**src/rtl/sdram_arbiter.sv**
```systemverilog
// Round-robin arbiter that shares one SDRAM Avalon-MM master among NUM_REQ audio cores.
// Define SDRAM_ARB_FIXED_PRIO_EN to give requester 0 (record) absolute priority over the rest.
module sdram_arbiter #(
  parameter int NUM_REQ = 3,
  parameter int AW      = 23,
  parameter int DW      = 32
) (
  input  logic                  i_clk,
  input  logic                  i_rst_n,
  input  logic [NUM_REQ-1:0]    req_read,
  input  logic [NUM_REQ-1:0]    req_write,
  input  logic [NUM_REQ*AW-1:0] req_addr,
  input  logic [NUM_REQ*DW-1:0] req_writedata,
  output logic [DW-1:0]         req_readdata,
  output logic [NUM_REQ-1:0]    req_finished,
  output logic [NUM_REQ-1:0]    grant,
  output logic [AW-1:0]         avm_address,
  output logic                  avm_read,
  output logic                  avm_write,
  output logic [DW-1:0]         avm_writedata,
  input  logic [DW-1:0]         avm_readdata,
  input  logic                  avm_readdatavalid,
  input  logic                  avm_waitrequest,
  output logic [1:0]            debug
);

  localparam int LW = $clog2(NUM_REQ);

  localparam logic [1:0] S_IDLE   = 2'b00;
  localparam logic [1:0] S_CMD    = 2'b01;
  localparam logic [1:0] S_RDWAIT = 2'b10;
  localparam logic [1:0] S_DONE   = 2'b11;

  logic [1:0]         state_q, state_d;
  logic [NUM_REQ-1:0] grant_q, grant_d;
  logic [LW-1:0]      last_q, last_d;
  logic               op_wr_q, op_wr_d;
  logic [AW-1:0]      addr_q, addr_d;
  logic [DW-1:0]      wdata_q, wdata_d;
  logic [DW-1:0]      rdata_q, rdata_d;

  logic [NUM_REQ-1:0] active;
  logic               win_found;
  logic [LW-1:0]      win_idx;

  assign active = req_read | req_write;

  // Winner search starts just after the previous owner so nobody is starved.
  always_comb begin
    win_found = 1'b0;
    win_idx   = '0;
`ifdef SDRAM_ARB_FIXED_PRIO_EN
    if (active[0]) begin
      win_found = 1'b1;
    end else begin
      for (int k = 1; k < NUM_REQ; k++) begin
        if (!win_found && active[1 + ((int'(last_q) - 1 + k) % (NUM_REQ - 1))]) begin
          win_found = 1'b1;
          win_idx   = LW'(1 + ((int'(last_q) - 1 + k) % (NUM_REQ - 1)));
        end
      end
    end
`else
    for (int k = 1; k <= NUM_REQ; k++) begin
      if (!win_found && active[(int'(last_q) + k) % NUM_REQ]) begin
        win_found = 1'b1;
        win_idx   = LW'((int'(last_q) + k) % NUM_REQ);
      end
    end
`endif
  end

  // NOTE: every signal gets a default before the case so no path leaves it unassigned and infers a latch.
  always_comb begin
    state_d = state_q;
    grant_d = grant_q;
    last_d  = last_q;
    op_wr_d = op_wr_q;
    addr_d  = addr_q;
    wdata_d = wdata_q;
    rdata_d = rdata_q;
    case (state_q)
      S_IDLE: begin
        if (win_found) begin
          grant_d = {{(NUM_REQ-1){1'b0}}, 1'b1} << win_idx;
          op_wr_d = req_write[win_idx];
          addr_d  = req_addr[int'(win_idx)*AW +: AW];
          wdata_d = req_writedata[int'(win_idx)*DW +: DW];
`ifdef SDRAM_ARB_FIXED_PRIO_EN
          if (win_idx != '0) last_d = win_idx;
`else
          last_d  = win_idx;
`endif
          state_d = S_CMD;
        end
      end
      S_CMD: begin
        if (!avm_waitrequest) state_d = op_wr_q ? S_DONE : S_RDWAIT;
      end
      S_RDWAIT: begin
        if (avm_readdatavalid) begin
          rdata_d = avm_readdata;
          state_d = S_DONE;
        end
      end
      default: begin
        // DONE never arbitrates, so a stale request from the owner cannot be re-granted.
        grant_d = '0;
        state_d = S_IDLE;
      end
    endcase
  end

  // NOTE: state registers use non-blocking assignments so every flop samples pre-edge values.
  always_ff @(posedge i_clk or negedge i_rst_n) begin
    if (!i_rst_n) begin
      state_q <= S_IDLE;
      grant_q <= '0;
      last_q  <= LW'(NUM_REQ - 1);
      op_wr_q <= 1'b0;
      addr_q  <= '0;
      wdata_q <= '0;
      rdata_q <= '0;
    end else begin
      state_q <= state_d;
      grant_q <= grant_d;
      last_q  <= last_d;
      op_wr_q <= op_wr_d;
      addr_q  <= addr_d;
      wdata_q <= wdata_d;
      rdata_q <= rdata_d;
    end
  end

  assign avm_read      = (state_q == S_CMD) && !op_wr_q;
  assign avm_write     = (state_q == S_CMD) &&  op_wr_q;
  assign avm_address   = addr_q;
  assign avm_writedata = wdata_q;
  assign req_readdata  = rdata_q;
  assign req_finished  = (state_q == S_DONE) ? grant_q : '0;
  assign grant         = grant_q;
  assign debug         = state_q;

endmodule

```
**config.mk**
```make
export PLATFORM = sky130hd
export DESIGN_NAME = sdram_arbiter
export DESIGN_NICKNAME = d
export VERILOG_FILES = /design/src/rtl/sdram_arbiter.sv
export SDC_FILE = /design/constraint.sdc
export NUM_CORES = 1
export LEC_CHECK = 0
export ABC_CLOCK_PERIOD_IN_PS = 2200
export CAP_MARGIN = 20
export CORE_MARGIN = 2
export CORE_UTILIZATION = 35
export CTS_CLUSTER_DIAMETER = 50
export DETAILED_ROUTE_END_ITERATION = 6
export PLACE_DENSITY = 0.78
export SYNTH_ARGS = -nofsm -noshare
export SYNTH_HDL_FRONTEND = slang
export SYNTH_SLANG_ARGS = --single-unit
```
**constraint.sdc**
```tcl
create_clock -name i_clk -period 2.2 [get_ports i_clk]
set_input_delay 0.44 -clock i_clk [delete_from_list [all_inputs] [get_ports i_clk]]
set_output_delay 0.44 -clock i_clk [all_outputs]
set_load 0.005 [all_outputs]
```
== Word level (Yosys, flattened, before mapping) ==
Index checks and enable logic that the tools add are counted.

* Register bits: 95
* Bits of input ports: 207
* Output and inout port bits: 97
* Word-level logic and storage cells: 67

* Add/subtract/negate cells: 3
* Multiply operators: 1
* Divide/modulo/power cells: 3
* Order comparisons: 4
* Equal/unequal tests: 6
* Shift-type cells: 3
* Muxes and demuxes: 25
* Bitwise gates (word level): 2
* Reduce and logical (&&, ||, !) cells: 13

{| class="wikitable"
|+ Operators with widths
! operator !! count
|-
| less-than comparator 32 x 4 -> 1 bit, second input constant || 3
|-
| remainder unit 32 x 3 -> 32 bit, second input constant || 3
|-
| variable part select 96 x 8 -> 32 bit || 1
|-
| variable part select 69 x 8 -> 23 bit || 1
|-
| 2-to-1 mux 2 bit || 6
|-
| 2-to-1 mux 1 bit || 11
|-
| binary-select mux 1 bit (select 2 bit) || 4
|-
| multiplier 2 x 5 -> 7 bit, second input constant || 1
|-
| adder 2 x 2 -> 3 bit, second input constant || 2
|-
| 2-to-1 mux 3 bit || 2
|-
| != test 2 bit, second input constant || 3
|-
| case mux 2 bit (3 select lines) || 1
|-
| case mux 3 bit (2 select lines) || 1
|-
| AND reduction 2 bit || 3
|-
| equality test 2 bit, second input constant || 2
|-
| logical AND 1 bit || 4
|-
| adder 2 x 1 -> 3 bit, second input constant || 1
|-
| zero test 1 bit || 3
|-
| less-than comparator 2 x 3 -> 1 bit, second input constant || 1
|-
| bitwise OR 3 bit || 1
|-
| AND reduction 3 bit || 1
|-
| left shift 1 x 2 -> 3 bit, first input constant || 1
|-
| equality test 2 x 1 -> 1 bit, second input constant || 1
|-
| zero test 2 bit || 1
|-
| other kinds (2) || 2
|}

== Depth between registers and ports, before layout ==
Gate-level depths: netlist of the first run.

* Word-level depth: 15
* Mapped depth: 11
* Mapped depth without buffers: 8

== Worst setup path after synthesis of the first run ==
No wires, ideal clock.

* Kind: register -> register
* Start: register last_q[1]
* End: register state_q[0], in the netlist debug[0]
* Setup time: 128 ps
* Data arrival time: 2162 ps
* Data required time: 2072 ps
* Setup slack: -89 ps
* Cell stages (with the launch flop): 9
* Path buffers: 1
* Period minus slack after synthesis: 2289 ps
* Cell sequence: dfstp_2 -> ha_1 -> buf_6 -> nor3b_4 -> or3_4 -> nand3_2 -> nor2_2 -> a221o_1 -> mux2_1

* Longest elaborated chain between the ends: 14
* Elaborated cells on any way between the ends: 24
* Those cells by class: 3 x add/sub; 3 x div; 1 x eq/ne; 12 x mux; 5 x reduce/logical

{| class="wikitable"
|+ Ends and longest elaborated chain
! element !! line !! RTL
|-
| from (decl) || 36 || <nowiki>logic [LW-1:0] last_q, last_d;</nowiki>
|-
| from (signal assigned) || 119 || <nowiki>last_q <= LW'(NUM_REQ - 1);</nowiki>
|-
| from (signal assigned) || 127 || <nowiki>last_q <= last_d;</nowiki>
|-
| adder 2 x 1 -> 3 bit || 65 || <nowiki>if (!win_found && active[(int'(last_q) + k) % NUM_REQ]) begin</nowiki>
|-
| remainder unit 32 x 3 -> 32 bit || 65 ||
|-
| binary-select mux 1 bit (select 2 bit) || 65 ||
|-
| 2-to-1 mux 1 bit (implied by the code) (2 in series) || 65 ||
|-
| 2-to-1 mux 1 bit || 65 ||
|-
| zero test 1 bit || 65 ||
|-
| logical AND 1 bit || 65 ||
|-
| 2-to-1 mux 1 bit || 65 ||
|-
| zero test 1 bit || 65 ||
|-
| logical AND 1 bit || 65 ||
|-
| 2-to-1 mux 1 bit (*) || 65 ||
|-
| != test 2 bit (no line) (*) || -- ||
|-
| AND reduction 3 bit (no line) (*) || -- ||
|-
| to (signal assigned) || 125 || <nowiki>state_q <= state_d;</nowiki>
|-
| to (decl) || 34 || <nowiki>logic [1:0] state_q, state_d;</nowiki>
|}

Every way passes the cells marked *; elsewhere a longest branch is shown, timed or not. The select of a mux whose other input is x is not followed.
A chain may end at the register's enable or synchronous reset.

== Worst setup path after layout of the first run ==
* Start: register last_q[1]
* End: register addr_q[4], in the netlist avm_address[4]

* Longest elaborated chain between the ends: 14
* Elaborated cells on any way between the ends: 28
* Those cells by class: 3 x add/sub; 1 x mul; 3 x div; 1 x shift; 15 x mux; 5 x reduce/logical

{| class="wikitable"
|+ Ends and longest elaborated chain
! element !! line !! RTL
|-
| adder 2 x 1 -> 3 bit || 65, 67 ||
|-
| remainder unit 32 x 3 -> 32 bit || 65, 67 ||
|-
| binary-select mux 1 bit (select 2 bit) || 65 ||
|-
| 2-to-1 mux 1 bit (implied by the code) (2 in series) || 65 ||
|-
| 2-to-1 mux 1 bit || 65 ||
|-
| zero test 1 bit || 65 ||
|-
| logical AND 1 bit || 65 ||
|-
| 2-to-1 mux 1 bit || 65 ||
|-
| zero test 1 bit || 65 ||
|-
| logical AND 1 bit || 65 ||
|-
| 2-to-1 mux 2 bit || 65 ||
|-
| multiplier 2 x 5 -> 7 bit || 87 || <nowiki>addr_d = req_addr[int'(win_idx)*AW +: AW];</nowiki>
|-
| variable part select 69 x 8 -> 23 bit || 87 ||
|-
| to (signal assigned) || 129 || <nowiki>addr_q <= addr_d;</nowiki>
|-
| to (decl) || 38 || <nowiki>logic [AW-1:0] addr_q, addr_d;</nowiki>
|}

Several ways; a longest one is shown, not always the timed one. The select of a mux whose other input is x is not followed.

==> results of run 1 <==
-- what timing repair did --
item | CTS | global route
cloned | 1 | 5
endpoints found under the hold margin | 5 | 0
buffers inserted | 2 | 3
resized for setup | 16 | 15
endpoints found under the setup margin | 63 | 68
pin swaps | 5 | 4
hold buffers | 1 | 0
-- per-layer routing --
layer / vias to the layer above / share of wire [%] / GRT usage [%]
li1: 2488 / - / -
met3: 35 / 8.2 / 6.53
met5: - / 0 / 0
met2: 249 / 50 / 39.0
met1: 2519 / 39 / 25.5
met4: 0 / 2.9 / 7.89
-- sequential cells by signal, summed over array words and instances (netlist names) --
name / cells
req_readdata: 32
grant: 3
debug: 2
avm_writedata: 32
avm_address: 23
op_wr_q: 1
last_q: 2
-- layout make-up --
type                            count  area [um2]
Timing Repair Buffer              360        3670
Clock inverter                      7        81.3
Fill cell                        1232        5660
Multi-Input combinational cell    386        2760
Inverter                            6        22.5
Sequential cell                    95        2380
Tap cell                          188         235
Clock buffer                        9         225
-- cell families after synthesis --
family / share of synthesized area, %
AND/OR/NAND/NOR: 19.7
flip-flops: 44.8
multiplexers: 17.9
AO/OA/AOI/OAI: 10.1
buffers and inverters: 5.60
adder cells (fa/ha/maj): 1.88
-- critical path: stages (launching register included) --
cell and delay, ns:
dfstp_2 0.58, inv_2 0.07, buf_6 0.12, ha_4 0.15, nand3b_1 0.20, o32a_4 0.51
clkbuf_16 0.21, or2_0 0.22, mux2i_1 0.18, a31oi_1 0.06
-- power by group --
part	leakage, uW	switching [uW]	internal, uW
logic	0.00255	3910	4950
clock network	0.000150	809	815
registers	0.00109	499	2690
-- placed cells by master, fill, tap and decap left out, types with 4 or more instances in the layout --
master             n
buf_4             39
clkdlybuf4s50_1  302
or2_1             11
and2_1             4
nand2_1          116
dfrtp_1           94
buf_12             9
nor2_1             4
ha_1               4
a31oi_1           57
clkbuf_16         12
mux2_2            32
mux2i_1           56
or2_0             45
inv_1              5
-- final timing paths --
| check | startpoint | cells past startpoint | endpoint |
|---|---|---|---|
| max | last_q[1] | 9 | avm_address[4] |
| min | req_readdata[2] | 1 | req_readdata[2] |
| max reg2reg | last_q[1] | 9 | avm_address[4] |
| min reg2reg | req_readdata[2] | 1 | req_readdata[2] |
| max in group asynchronous | i_rst_n | 3 | avm_writedata[17] |
| min in group asynchronous | i_rst_n | 2 | avm_address[11] |
-- through the flow --
stage	setup TNS, ns	instance area [um2]	std cells	hold slack [ns]	util, %
after global placement	-19.25	8760	1023	0.379	58.3
after detailed placement	-20.08	8760	1023	0.379	58.3
after CTS	-7.07	9190	1043	0.510	61.1
after floorplan	-1.99	5340	522	0.144	-
after global routing	-13.88	9370	1051	0.519	62.3
final	-8.81	9370	1051	0.509	62.3
==> results.json, run 1 <==
{
  "outcome": "complete, but fails checks",
  "violations": "setup timing",
  "drt-initial-drc-count": 204,
  "synthFlopType": "dfrtp_1",
  "finalMaxSlewViolations": 0,
  "tightest_slew_ns": 0.478,
  "hpwl_mm": 13.9,
  "syn_nets": 737,
  "gp_congestion": 0.871,
  "die_w_um": 127,
  "fmaxAchievable_mhz": 414,
  "synth_commonest_cells": "nand2_1, dfrtp_1, a31oi_1, mux2i_1, or2_0",
  "syn_to_final_growth_pct": 76.4,
  "crit_fanout": 11,
  "grt_util_all_layers_pct": 22.1,
  "die_y_um": 127,
  "setup_viol": 61,
  "hold_class": "reg2reg",
  "cts-root-buf": "clkbuf_16",
  "rrSetupSlack_ns": -0.21,
  "wl_per_cell_um": 18.4,
  "total_power_uw": 13700,
  "maxCapViolations": 0,
  "dr_total_vias": 5291,
  "period_minus_slack_ns": 2.41,
  "peakVddDrop_mv": 0.717,
  "drtPass1Iterations": 4,
  "drc": 0,
  "layout-drive-gt1-share_pct": 15.4,
  "cts_tree": "built",
  "grt_max_degree": 46,
  "antenna_found_initial": 0,
  "dp_slack_ns": -0.365,
  "via_per_inst": 5.03,
  "syn-cell-area_um2": 5310,
  "finalClockSkew_ns": 0.00993,
  "worstSetupPathType": "reg2reg",
  "ios": 304,
  "cts_buffers": 9,
  "ant_nets": 0,
  "finalHoldViolCount": 0,
  "core_area_um2": 15000,
  "clock_sinks": 95,
  "cp.required_ns": 2.43,
  "synthCells": 522,
  "avgSynthCellArea_um2": 10.2,
  "grt_pass1_vias": 5284,
  "synth.distinct_cells": 49,
  "synth_most_common_cell": "nand2_1",
  "clock_path_buffers": 2,
  "grt_pass1_wl_mm": 28.0,
  "ys_seq_elements": 95,
  "fin_crit_sh_pct": 110,
  "power_leakage_uw": 0.00379,
  "num_antenna_cells": 0,
  "synth_area_leaders": "dfrtp_1, mux2i_1, nand2_1",
  "synth_edf_count": 0,
  "async_flop_share_pct": 100,
  "die_area_um2": 16200,
  "start_util_pct": 35.3,
  "crit_arrival_ns": 2.64,
  "max_slew_margin_pct": 68.1,
  "overflow": 0,
  "worst_setup_path_start_kind": "flop",
  "cts.clk_slew.worst_paths_ns": 0.08,
  "end_kind": "flop",
  "finalNetCount": 1073,
  "pwr_density_cell_nw_per_um2": 1460,
  "yosysSeqAreaShare_pct": 44.8,
  "rows": 45,
  "yosysWarnings": 0,
  "yosysTopAreaCell": "dfrtp_1",
  "yosysTopAreaCellShare_pct": 44.3,
  "timing.final.ws_setup_ns": -0.214,
  "clock_latency_ns": 0.35,
  "port_buffers": 303,
  "rsz0062_at_grt": "true",
  "wl_mm": 19.3,
  "htreeDepth": 3
}
Note: power is estimated with default switching activity, not from simulation.
==> inputs of run 2 (changes only) <==
--- a/config.mk
+++ b/config.mk
@@ -12,6 +12,7 @@
 export CTS_CLUSTER_DIAMETER = 50
 export DETAILED_ROUTE_END_ITERATION = 6
 export PLACE_DENSITY = 0.78
+export SLEW_MARGIN = 20
 export SYNTH_ARGS = -nofsm -noshare
 export SYNTH_HDL_FRONTEND = slang
 export SYNTH_SLANG_ARGS = --single-unit
==> results of run 2 <==
Same layout as run 1: the final DEF is identical, and so are final timing and power.
